**src/rtl/mips_mem_pkg.sv**
```systemverilog
// Shared types and constants for the MIPS data-memory subsystem.
//   arb_state_t : arbiter FSM states (IDLE, ACCESS, DONE)
//   req_id_t    : requester index (0 = core load/store, 1 = loader port)
//   WORD_W      : data word width
//   DMEM_AW     : data memory word-address width
//   rr_pick     : two-way round-robin selection helper
package mips_mem_pkg;

  localparam int WORD_W  = 32;
  localparam int DMEM_AW = 10;

  typedef enum logic [1:0] {
    IDLE   = 2'd0,
    ACCESS = 2'd1,
    DONE   = 2'd2
  } arb_state_t;

  typedef logic req_id_t;

  // On a tie the requester that was not granted last time wins.
  function automatic req_id_t rr_pick(input logic [1:0] req, input req_id_t last);
    req_id_t pick;
    case (req)
      2'b01:   pick = 1'b0;
      2'b10:   pick = 1'b1;
      2'b11:   pick = ~last;
      default: pick = 1'b0;
    endcase
    return pick;
  endfunction

endpackage

```
**src/rtl/rr_arb2.sv**
```systemverilog
// Combinational two-way round-robin picker.
//   req[1:0]    : request vector (bit N = requester N)
//   last        : index of the requester granted most recently
//   grant_valid : at least one request is present
//   grant_id    : index of the winning requester
module rr_arb2
  import mips_mem_pkg::*;
(
  input  logic [1:0] req,
  input  logic       last,
  output logic       grant_valid,
  output logic       grant_id
);

  // Winner selection; grant_id is only meaningful while grant_valid is high.
  always_comb begin
    grant_valid = 1'b0;
    grant_id    = 1'b0;
    if (req != 2'b00) begin
      grant_valid = 1'b1;
      grant_id    = rr_pick(req, last);
    end else begin
      grant_valid = 1'b0;
      grant_id    = 1'b0;
    end
  end

endmodule

```
**src/rtl/dmem_arbiter.sv**
```systemverilog
// Round-robin arbiter sharing the single-port data memory between the core
// load/store path (r0) and the loader port (r1).
//   clk, rst           : clock; asynchronous active-low reset
//   rN_req/we/addr/wdata : requester N access request (held until rN_gnt)
//   rN_gnt             : one-cycle grant pulse (first access cycle)
//   rN_done, rN_rdata  : one-cycle completion pulse; read data for reads
//   mem_en/we/addr/wdata, mem_rdata : memory array interface
//   busy               : high whenever the FSM is not IDLE
// Every access takes MEM_LAT cycles with address/control held stable, then
// one DONE cycle; mem_rdata is captured in the last access cycle.
module dmem_arbiter
  import mips_mem_pkg::*;
#(
  parameter int AW      = DMEM_AW,
  parameter int DW      = WORD_W,
  parameter int MEM_LAT = 1
) (
  input  logic          clk,
  input  logic          rst,
  input  logic          r0_req,
  input  logic          r0_we,
  input  logic [AW-1:0] r0_addr,
  input  logic [DW-1:0] r0_wdata,
  output logic          r0_gnt,
  output logic          r0_done,
  output logic [DW-1:0] r0_rdata,
  input  logic          r1_req,
  input  logic          r1_we,
  input  logic [AW-1:0] r1_addr,
  input  logic [DW-1:0] r1_wdata,
  output logic          r1_gnt,
  output logic          r1_done,
  output logic [DW-1:0] r1_rdata,
  output logic          mem_en,
  output logic          mem_we,
  output logic [AW-1:0] mem_addr,
  output logic [DW-1:0] mem_wdata,
  input  logic [DW-1:0] mem_rdata,
  output logic          busy
);

  localparam int CW = (MEM_LAT > 1) ? $clog2(MEM_LAT) : 1;
  localparam logic [CW-1:0] CNT_LOAD = CW'(MEM_LAT - 1);
  localparam logic [CW-1:0] CNT_ONE  = CW'(1);
  localparam logic [CW-1:0] CNT_ZERO = CW'(0);

  arb_state_t    state_r, next_state_s;
  logic [CW-1:0] cnt_r;
  req_id_t       owner_r;
  req_id_t       last_r;
  logic          we_r;
  logic [AW-1:0] addr_r;
  logic [DW-1:0] wdata_r;
  logic          gnt0_r, gnt1_r, done0_r, done1_r;
  logic [DW-1:0] rdata0_r, rdata1_r;
  logic          mem_en_r, mem_we_r, busy_r;

  logic          grant_valid_s;
  req_id_t       grant_id_s;
  logic          start_s, finish_s;
  logic          sel_we_s;
  logic [AW-1:0] sel_addr_s;
  logic [DW-1:0] sel_wdata_s;

  rr_arb2 u_rr_arb2 (
    .req         ({r1_req, r0_req}),
    .last        (last_r),
    .grant_valid (grant_valid_s),
    .grant_id    (grant_id_s)
  );

  // Next-state logic plus start/finish strobes and the winner's request mux.
  always_comb begin
    next_state_s = state_r;
    start_s      = 1'b0;
    finish_s     = 1'b0;
    case (state_r)
      IDLE: begin
        if (grant_valid_s) begin
          next_state_s = ACCESS;
          start_s      = 1'b1;
        end else begin
          next_state_s = IDLE;
        end
      end
      ACCESS: begin
        if (cnt_r == CNT_ZERO) begin
          next_state_s = DONE;
          finish_s     = 1'b1;
        end else begin
          next_state_s = ACCESS;
        end
      end
      DONE:    next_state_s = IDLE;
      default: next_state_s = IDLE;
    endcase

    if (grant_id_s == 1'b1) begin
      sel_we_s    = r1_we;
      sel_addr_s  = r1_addr;
      sel_wdata_s = r1_wdata;
    end else begin
      sel_we_s    = r0_we;
      sel_addr_s  = r0_addr;
      sel_wdata_s = r0_wdata;
    end
  end

  // FSM state, latency counter and round-robin pointer.
  always_ff @(posedge clk or negedge rst) begin
    if (!rst) begin
      state_r <= IDLE;
      cnt_r   <= CNT_ZERO;
      last_r  <= 1'b1;
    end else begin
      state_r <= next_state_s;
      if (start_s) begin
        cnt_r  <= CNT_LOAD;
        last_r <= grant_id_s;
      end else if (state_r == ACCESS && cnt_r != CNT_ZERO) begin
        cnt_r  <= cnt_r - CNT_ONE;
        last_r <= last_r;
      end else begin
        cnt_r  <= cnt_r;
        last_r <= last_r;
      end
    end
  end

  // Access latch: winner's request is frozen at grant so later input changes
  // cannot disturb the access in flight.
  always_ff @(posedge clk or negedge rst) begin
    if (!rst) begin
      owner_r <= 1'b0;
      we_r    <= 1'b0;
      addr_r  <= {AW{1'b0}};
      wdata_r <= {DW{1'b0}};
    end else if (start_s) begin
      owner_r <= grant_id_s;
      we_r    <= sel_we_s;
      addr_r  <= sel_addr_s;
      wdata_r <= sel_wdata_s;
    end else begin
      owner_r <= owner_r;
      we_r    <= we_r;
      addr_r  <= addr_r;
      wdata_r <= wdata_r;
    end
  end

  // Registered handshake and memory-enable outputs, derived from the next state
  // so they line up with the state they belong to.
  always_ff @(posedge clk or negedge rst) begin
    if (!rst) begin
      gnt0_r   <= 1'b0;
      gnt1_r   <= 1'b0;
      done0_r  <= 1'b0;
      done1_r  <= 1'b0;
      mem_en_r <= 1'b0;
      mem_we_r <= 1'b0;
      busy_r   <= 1'b0;
    end else begin
      gnt0_r   <= start_s && (grant_id_s == 1'b0);
      gnt1_r   <= start_s && (grant_id_s == 1'b1);
      done0_r  <= finish_s && (owner_r == 1'b0);
      done1_r  <= finish_s && (owner_r == 1'b1);
      mem_en_r <= (next_state_s == ACCESS);
      if (start_s) begin
        mem_we_r <= sel_we_s;
      end else if (next_state_s == ACCESS) begin
        mem_we_r <= we_r;
      end else begin
        mem_we_r <= 1'b0;
      end
      busy_r   <= (next_state_s != IDLE);
    end
  end

  // Read data capture on the edge leaving ACCESS; writes leave rdata untouched.
  always_ff @(posedge clk or negedge rst) begin
    if (!rst) begin
      rdata0_r <= {DW{1'b0}};
      rdata1_r <= {DW{1'b0}};
    end else if (finish_s && !we_r) begin
      if (owner_r == 1'b1) begin
        rdata0_r <= rdata0_r;
        rdata1_r <= mem_rdata;
      end else begin
        rdata0_r <= mem_rdata;
        rdata1_r <= rdata1_r;
      end
    end else begin
      rdata0_r <= rdata0_r;
      rdata1_r <= rdata1_r;
    end
  end

  assign r0_gnt    = gnt0_r;
  assign r1_gnt    = gnt1_r;
  assign r0_done   = done0_r;
  assign r1_done   = done1_r;
  assign r0_rdata  = rdata0_r;
  assign r1_rdata  = rdata1_r;
  assign mem_en    = mem_en_r;
  assign mem_we    = mem_we_r;
  assign mem_addr  = addr_r;
  assign mem_wdata = wdata_r;
  assign busy      = busy_r;

endmodule

```
**config.mk**
```make
export PLATFORM = sky130hd
export DESIGN_NAME = dmem_arbiter
export DESIGN_NICKNAME = d
export VERILOG_FILES = /design/src/rtl/mips_mem_pkg.sv /design/src/rtl/rr_arb2.sv /design/src/rtl/dmem_arbiter.sv
export SDC_FILE = /design/constraint.sdc
export NUM_CORES = 1
export LEC_CHECK = 0
export ABC_CLOCK_PERIOD_IN_PS = 2680
export CELL_PAD_IN_SITES_DETAIL_PLACEMENT = 0
export CELL_PAD_IN_SITES_GLOBAL_PLACEMENT = 2
export CORE_MARGIN = 2
export CORE_UTILIZATION = 27
export DETAILED_ROUTE_END_ITERATION = 12
export HOLD_SLACK_MARGIN = 0.12
export PLACE_DENSITY_LB_ADDON = 0.2
export SETUP_SLACK_MARGIN = 0.1
export SLEW_MARGIN = 10
export SYNTH_ARGS = -nofsm -noshare
export SYNTH_HDL_FRONTEND = slang
export SYNTH_HIERARCHICAL = 1
export SYNTH_SLANG_ARGS = --single-unit
```
**constraint.sdc**
```tcl
create_clock -name clk -period 2.68 [get_ports clk]
set_input_delay 0.804 -clock clk [delete_from_list [all_inputs] [get_ports clk]]
set_output_delay 0.804 -clock clk [all_outputs]
set_load 0.01 [all_outputs]
```
==> summary.md, run 1 <==
| Metric | Value |
|---|---|
| Slowest CP cell | `clkdlybuf4s50_1` |
| PwrDens | `1170 nW/um^2` |
| Gr ovfl total | `0` |
| Worst setup margin | `0.539 ns` |
| RSZ-0062 raised after global routing | `false` |
| GPL Wtd Cong | `0.710` |
| Worst path arrival time | `1.34 ns` |
| Met1 Resource Use GR | `0.170` |
| Primary FF master, synth | `dfrtp_1` |
| Leakage | `3.56 nW` |
| First-pass GRT wire length | `20.6 mm` |
| Worst slack, placed | `0.141 ns` |
| Final setup viols | `0` |
| Worst Setup Start Kind | `flop` |
| Pin count of the biggest net entering global routing | `68` |
| Flops & latches, synth | `119` |
| Final Power | `9.44 mW` |
| Met2 Use GR | `0.208` |
| Slew Viols, Final | `0` |
| Routed WL | `12.5 mm` |
| Post-CTS Resized | `0` |
| CTS Sinks | `119` |
| Top cell type's share of synthesized area | `0.603` |
| Antenna Cells | `0` |
| Reg2reg path depth | `4` |
| Total core area | `17900 sq um` |
| Post-layout nets | `719` |
| Crit path max-delay family | `buffers and inverters` |
| Via density per instance | `4.25` |
| DP Wirelength | `9.09 mm` |
| Number of fill cells | `1644` |
| Ys Warns | `6` |
| Total global-route track usage | `0.136` |
| Reg-to-Reg Start | `state_r[0]` |
| Worst slew pin tran | `0.709 ns` |
| Hold_buf cts | `0` |
| Ranking of synthesized cells by area | `dfrtp_1 (60%), mux2_4 (9.2%), mux2i_1 (9.0%)` |
| Max Root-Sink Buffers | `2` |
| Number of global-route vias before repair | `3803` |
| Avg Cell Area, Syn | `13.7 sq um` |
| Critical Path, Cell by Cell | `clkdlybuf4s50_1` |
| Max-cap violations | `0` |
| WHS | `0.380 ns` |
| Synthesis-to-layout area growth | `64.9%` |
| Cts bufs inserted | `17` |
| Vias | `3564` |
| Max-Slew Margin vs Limit | `0.527` |
| Hold Violations, Final | `0` |
| Gr busiest metal | `met2` |
| Die Area | `19200 sq um` |
| Antenna violations before repair | `0` |
| Initial Util | `0.273` |
| Count leader, synth | `dfrtp_1` |
| Worst setup EP type | `output port` |
| Seq/Total Area, Yosys | `0.609` |
| Status | `finished, final reports clean` |
| Detailed Route Iter0 Violations | `96` |
| Fraction of layout cells with a size suffix above 1 | `0.177` |
| Buf/Inv on CP | `1` |
| Hold Path Class | `input port to asynchronous set/reset pin` |
| Clock transition at path regs | `0.06 ns` |
| Post-Syn Instances | `358` |
| Achievable frequency | `467 MHz` |
| Asr flop ratio synth | `1.00` |
| Top cell type by total area after synthesis | `dfrtp_1` |
| DIE WIDTH | `139 um` |
| CP max stage delay | `0.56 ns` |
| Clk Latency, worst-skew pair | `0.41 ns` |
| Post-synth EDFFs | `0` |
| Buffers on Ports | `234` |
| GR Util met3 | `0.0597` |
| WL/cell | `14.9 um` |
| Worst EP required | `1.88 ns` |
| Setup Crit Path Kind | `flop to output port` |
| Post-route DRC | `0` |
| Crit path max fanout | `2` |
| Clock Skews | `0.00991 ns` |
| Min Tclk post-route | `2.14 ns` |
| Site Rows | `49` |
| Netlist Area Pre-Place | `4890 sq um` |
| Commonest cells post-synth | `dfrtp_1 (118), nand2_1 (47), mux2i_1 (44), o21ai_0 (44), mux2_2 (32)` |
| Synth Net Count | `480` |
| Final core occ | `0.451` |
| Setup bufs post-CTS | `0` |
| Overall die height | `139 um` |
| Depth of the CTS H-tree | `4` |
| Tcrit/Tclk final | `0.799` |
| Worst VDD drop | `543 uV` |
| Root Buffer | `clkbuf_16` |
| Final ANT Viol Nets | `0` |
| Ports | `235` |
| TritonRoute pass-1 iters | `4` |
| R2R Setup Slk | `0.55 ns` |
| Reg2reg end | `r1_rdata[24]` |
| Synth cell types | `26` |
| TritonCTS clock tree | `built` |
| Sum Neg Setup Slack | `0 ns` |
## layout make-up
| class | instances | area, sq um | share of cell area |
|---|---|---|---|
| sequential | 119 | 2980 | 0.369 |
| timing repair buffer | 241 | 2430 | 0.301 |
| multi-input combinational | 215 | 1800 | 0.223 |
| clock buffer | 21 | 460 | 0.0571 |
| tap | 229 | 287 | 0.0355 |
| clock inverter | 11 | 100 | 0.0124 |
| inverter | 3 | 11.3 | 0.00140 |
## routing by layer
layer	part of all wire	routed length (um)
met1	0.44	5500
met2	0.45	5600
met3	0.097	1210
met4	0.014	181
met5	0	0
## state kept, by name, indices dropped and copies added, names as in the netlist
register / count
r0_gnt: 1
owner_r: 1
r0_rdata: 32
mem_wdata: 32
r0_done: 1
cnt_r: 1
r1_done: 1
r1_rdata: 32
r1_gnt: 1
we_r: 1
state_r: 2
mem_en: 1
mem_we: 1
last_r: 1
mem_addr: 10
busy: 1
## report_power, final
group | internal [mW] | leakage [nW] | switching [mW]
sequential | 2.70 | 1.43 | 0.486
combinational | 2.52 | 1.85 | 1.61
clock | 1.32 | 0.273 | 0.807
total | 6.54 | 3.56 | 2.90
## how the worst max path moves through the flow
stage | slack [ns] | cells after the start | endpoint | start
3_3_place_gp | 0.18 | 6 | mem_wdata[19] | r0_req
6_report | 0.54 | 1 | r1_rdata[10] | r1_rdata[10]
3_5_place_dp | 0.14 | 6 | mem_wdata[12] | r0_req
5_1_grt | 0.45 | 4 | r1_rdata[24] | state_r[0]
2_1_floorplan | 0.66 | 5 | mem_addr[0] | r1_req
4_1_cts | 0.51 | 4 | r1_rdata[18] | cnt_r
## placed cells by master (no fill, tap or decap)
| cell | count |
|---|---|
| clkinvlp_4 | 2 |
| buf_4 | 5 |
| nand3b_4 | 1 |
| o21ai_0 | 44 |
| dfrtp_1 | 118 |
| nor2_1 | 6 |
| or2_1 | 1 |
| nand4b_1 | 1 |
| nor3_4 | 1 |
| clkbuf_1 | 2 |
| inv_2 | 1 |
| mux2_2 | 32 |
| a21boi_4 | 1 |
| and2_1 | 1 |
| nor2b_1 | 1 |
| mux2_1 | 2 |
| buf_12 | 3 |
| or3b_4 | 1 |
| dfstp_2 | 1 |
| mux2i_1 | 44 |
| inv_6 | 1 |
| clkdlybuf4s50_1 | 233 |
| inv_1 | 2 |
| clkbuf_16 | 17 |
| mux2_4 | 30 |
| clkinv_4 | 3 |
| clkbuf_8 | 2 |
| bufinv_16 | 1 |
| nand2_1 | 47 |
| or2_2 | 1 |
| or3b_2 | 1 |
| clkinv_2 | 4 |
## kinds of logic (layout without fill, tap and decap cells)
group,after synthesis,count (layout),synth area share
compound gates,45,45,0.0465
buf+inv,24,276,0.0256
flops,119,119,0.609
mux,108,108,0.260
simple gates,62,62,0.0591
## stage by stage
step	std cells	area, sq um
finish	839	8070
global route	839	8070
CTS	839	8070
detailed placement	807	7510
global placement	807	7510
floorplan	358	4890
No activity file was read; power rests on OpenSTA's default activity.
==> run 2, diff against run 1 <==
ABC_CLOCK_PERIOD_IN_PS = 2100   (was 2680)
CORE_UTILIZATION = 25   (was 27)
clock period = 2.1 ns   (was 2.68 ns; I/O delays follow)
==> run 2 against run 1 <==
Effect of this change:
- utilization down 1.9 points
- die area up 7.8%
- routed wire length is 4.5% higher
- highest routed layer unchanged
==> summary.md, run 2 (synthesized netlist as in run 1, its figures left out) <==
| Metric | Value |
|---|---|
| Status | `finished, final reports clean` |
| Tcrit/Tclk final | `0.934` |
| DIE WIDTH | `144 um (+3.8%)` |
| Post-layout nets | `724 (+0.70%)` |
| WL/cell | `14.8 um (-0.32%)` |
| Reg2reg path depth | `4 (unchanged)` |
| Hold Path Class | `flop to flop` |
| Max-Slew Margin vs Limit | `0.780 (+0.253)` |
| Detailed Route Iter0 Violations | `79 (-18%)` |
| Overall die height | `144 um (+3.8%)` |
| PwrDens | `1470 nW/um^2 (+26%)` |
| CP max stage delay | `0.57 ns (about the same)` |
| Slowest CP cell | `clkdlybuf4s50_1` |
| Pin count of the biggest net entering global routing | `53 (-22%)` |
| Synthesis-to-layout area growth | `70.4%` |
| Commonest non-fill, non-tap cell in the layout | `clkdlybuf4s50_1` |
| Setup bufs post-CTS | `0 (unchanged)` |
| Routed WL | `13.1 mm (+4.5%)` |
| Register area | `2980 sq um (unchanged)` |
| Placed cells | `847 (+5.0%)` |
| Setup Crit Path Kind | `flop to output port` |
| Buffers on Ports | `234 (unchanged)` |
| GPL Wtd Cong | `0.730 (+2.8%)` |
| Clock Skews | `0.00709 ns (-0.00281 ns)` |
| Worst slew pin tran | `0.331 ns (-0.379 ns)` |
| Sum Neg Setup Slack | `0 ns (unchanged)` |
| Reg2reg end | `r0_rdata[29]` |
| Final setup viols | `0 (unchanged)` |
| Multi-input logic area | `1800 sq um (+0.14%)` |
| Worst setup EP type | `output port` |
| Leakage | `4.01 nW (+13%)` |
| Max-cap violations | `0 (unchanged)` |
| Root Buffer | `clkbuf_16` |
| Worst Setup Start Kind | `flop` |
| Antenna Cells | `0 (unchanged)` |
| Fraction of layout cells with a size suffix above 1 | `0.184 (+0.00669)` |
| Gr ovfl total | `0 (unchanged)` |
| Total global-route track usage | `0.130 (-0.00601)` |
| R2R Setup Slk | `0.33 ns (-0.22 ns)` |
| Total core area | `19300 sq um (+8.0%)` |
| Worst slack, placed | `-0.243 ns (-0.385 ns)` |
| Number of global-route vias before repair | `3799 (-0.11%)` |
| DP Wirelength | `9.62 mm (+5.8%)` |
| Worst Hold Depth | `2` |
| Crit path max-delay family | `buffers and inverters` |
| Crit path max fanout | `2 (unchanged)` |
| Die Area | `20700 sq um (+7.8%)` |
| Critical Path, Cell by Cell | `clkdlybuf4s50_1` |
| Post-route DRC | `0 (unchanged)` |
| Post-route cell area | `8340 sq um (+3.4%)` |
| Worst path arrival time | `1.33 ns (about the same)` |
| Worst EP required | `1.47 ns (-0.41 ns)` |
| CTS Sinks | `119 (unchanged)` |
| Achievable frequency | `510 MHz` |
| Ports | `235 (unchanged)` |
| Initial Util | `0.253 (-0.0203)` |
| Worst Hold End | `mem_addr[4]` |
| Worst VDD drop | `477 uV (-12%)` |
| Placed instance area | `7630 sq um (+1.7%)` |
| Clk Latency, worst-skew pair | `0.41 ns (about the same)` |
| Max Root-Sink Buffers | `2 (unchanged)` |
| First-pass GRT wire length | `20.4 mm (-0.84%)` |
| Post-Layout Cell Count | `880 (+4.9%)` |
| TritonRoute pass-1 iters | `4 (unchanged)` |
| Buf/Inv on CP | `1 (unchanged)` |
| Worst setup margin | `0.139 ns (-0.400 ns)` |
| Min Tclk post-route | `1.96 ns` |
| Final ANT Viol Nets | `0 (unchanged)` |
| Site Rows | `51 (+4.1%)` |
| Clock transition at path regs | `0.06 ns (about the same)` |
| Hold Violations, Final | `0 (unchanged)` |
| Antenna violations before repair | `0 (unchanged)` |
| TritonCTS clock tree | `built` |
| Hold path start | `mem_addr[4]` |
| Via density per instance | `4.13 (-2.8%)` |
| Number of fill cells | `1815 (+10%)` |
| Vias | `3634 (+2.0%)` |
| Depth of the CTS H-tree | `4 (unchanged)` |
| RSZ-0062 raised after global routing | `false` |
| Reg-to-Reg Start | `state_r[1]` |
| Most frequent cells in the layout | `clkdlybuf4s50_1 (197), dfrtp_1 (118), nand2_1 (47), mux2i_1 (44), o21ai_0 (43)` |
| Cts bufs inserted | `17 (unchanged)` |
| Slew Viols, Final | `0 (unchanged)` |
## run 2: cell type report
cell class	count	share of cell area
Multi-Input combinational cell	215	0.216
Tap cell	265	0.0398
Timing Repair Buffer	246	0.313
Clock buffer	18	0.0515
Inverter	3	0.00135
Sequential cell	119	0.357
Clock inverter	14	0.0210
## run 2: worst max-delay path by stage
| stage | end | startpoint | slack (ns) | cells after the start |
|---|---|---|---|---|
| final | r1_rdata[13] | r1_rdata[13] | 0.14 | 1 |
| after global routing | mem_addr[4] | mem_addr[4] | 0.10 | 1 |
| after CTS | r0_rdata[29] | r0_rdata[29] | 0.11 | 1 |
| after detailed placement | mem_wdata[23] | r0_req | -0.24 | 6 |
| after global placement | mem_wdata[24] | r0_req | -0.18 | 6 |
| after floorplan | mem_addr[0] | r1_req | 0.25 | 5 |
## run 2: timing repair
item / CTS / global route
gates resized for setup: 0 / 38
endpoints found under the hold margin: 11 / 0
hold buffers: 1 / 0
setup endpoints to repair: 0 / 42
## run 2: per-stage QoR
step	util	total power [mW]	hold slack [ns]
after detailed placement	0.395	9.55	0.470
after CTS	0.427	12.6	0.484
after global routing	0.431	13.1	0.496
final	0.431	12.3	0.476
after global placement	0.395	9.46	0.461
after floorplan	-	6.46	0.334
## run 2: layer usage
metal	track usage	share of wire
met3	0.0683	0.12
met5	0	0
met2	0.201	0.45
met4	0.0495	0.020
met1	0.153	0.41
## run 2: where the power goes
| part | internal [mW] | switching [mW] |
|---|---|---|
| clock | 1.87 | 1.08 |
| sequential | 3.44 | 0.613 |
| combinational | 3.18 | 2.08 |
## run 2: worst register-to-register path: cells and delay by family, from the launching register on
family                 cells  cell delay, ns
muxes                      1            0.38
buffers and inverters      1            0.25
and+or+nand+nor            2            0.59
DFF                        1            0.44
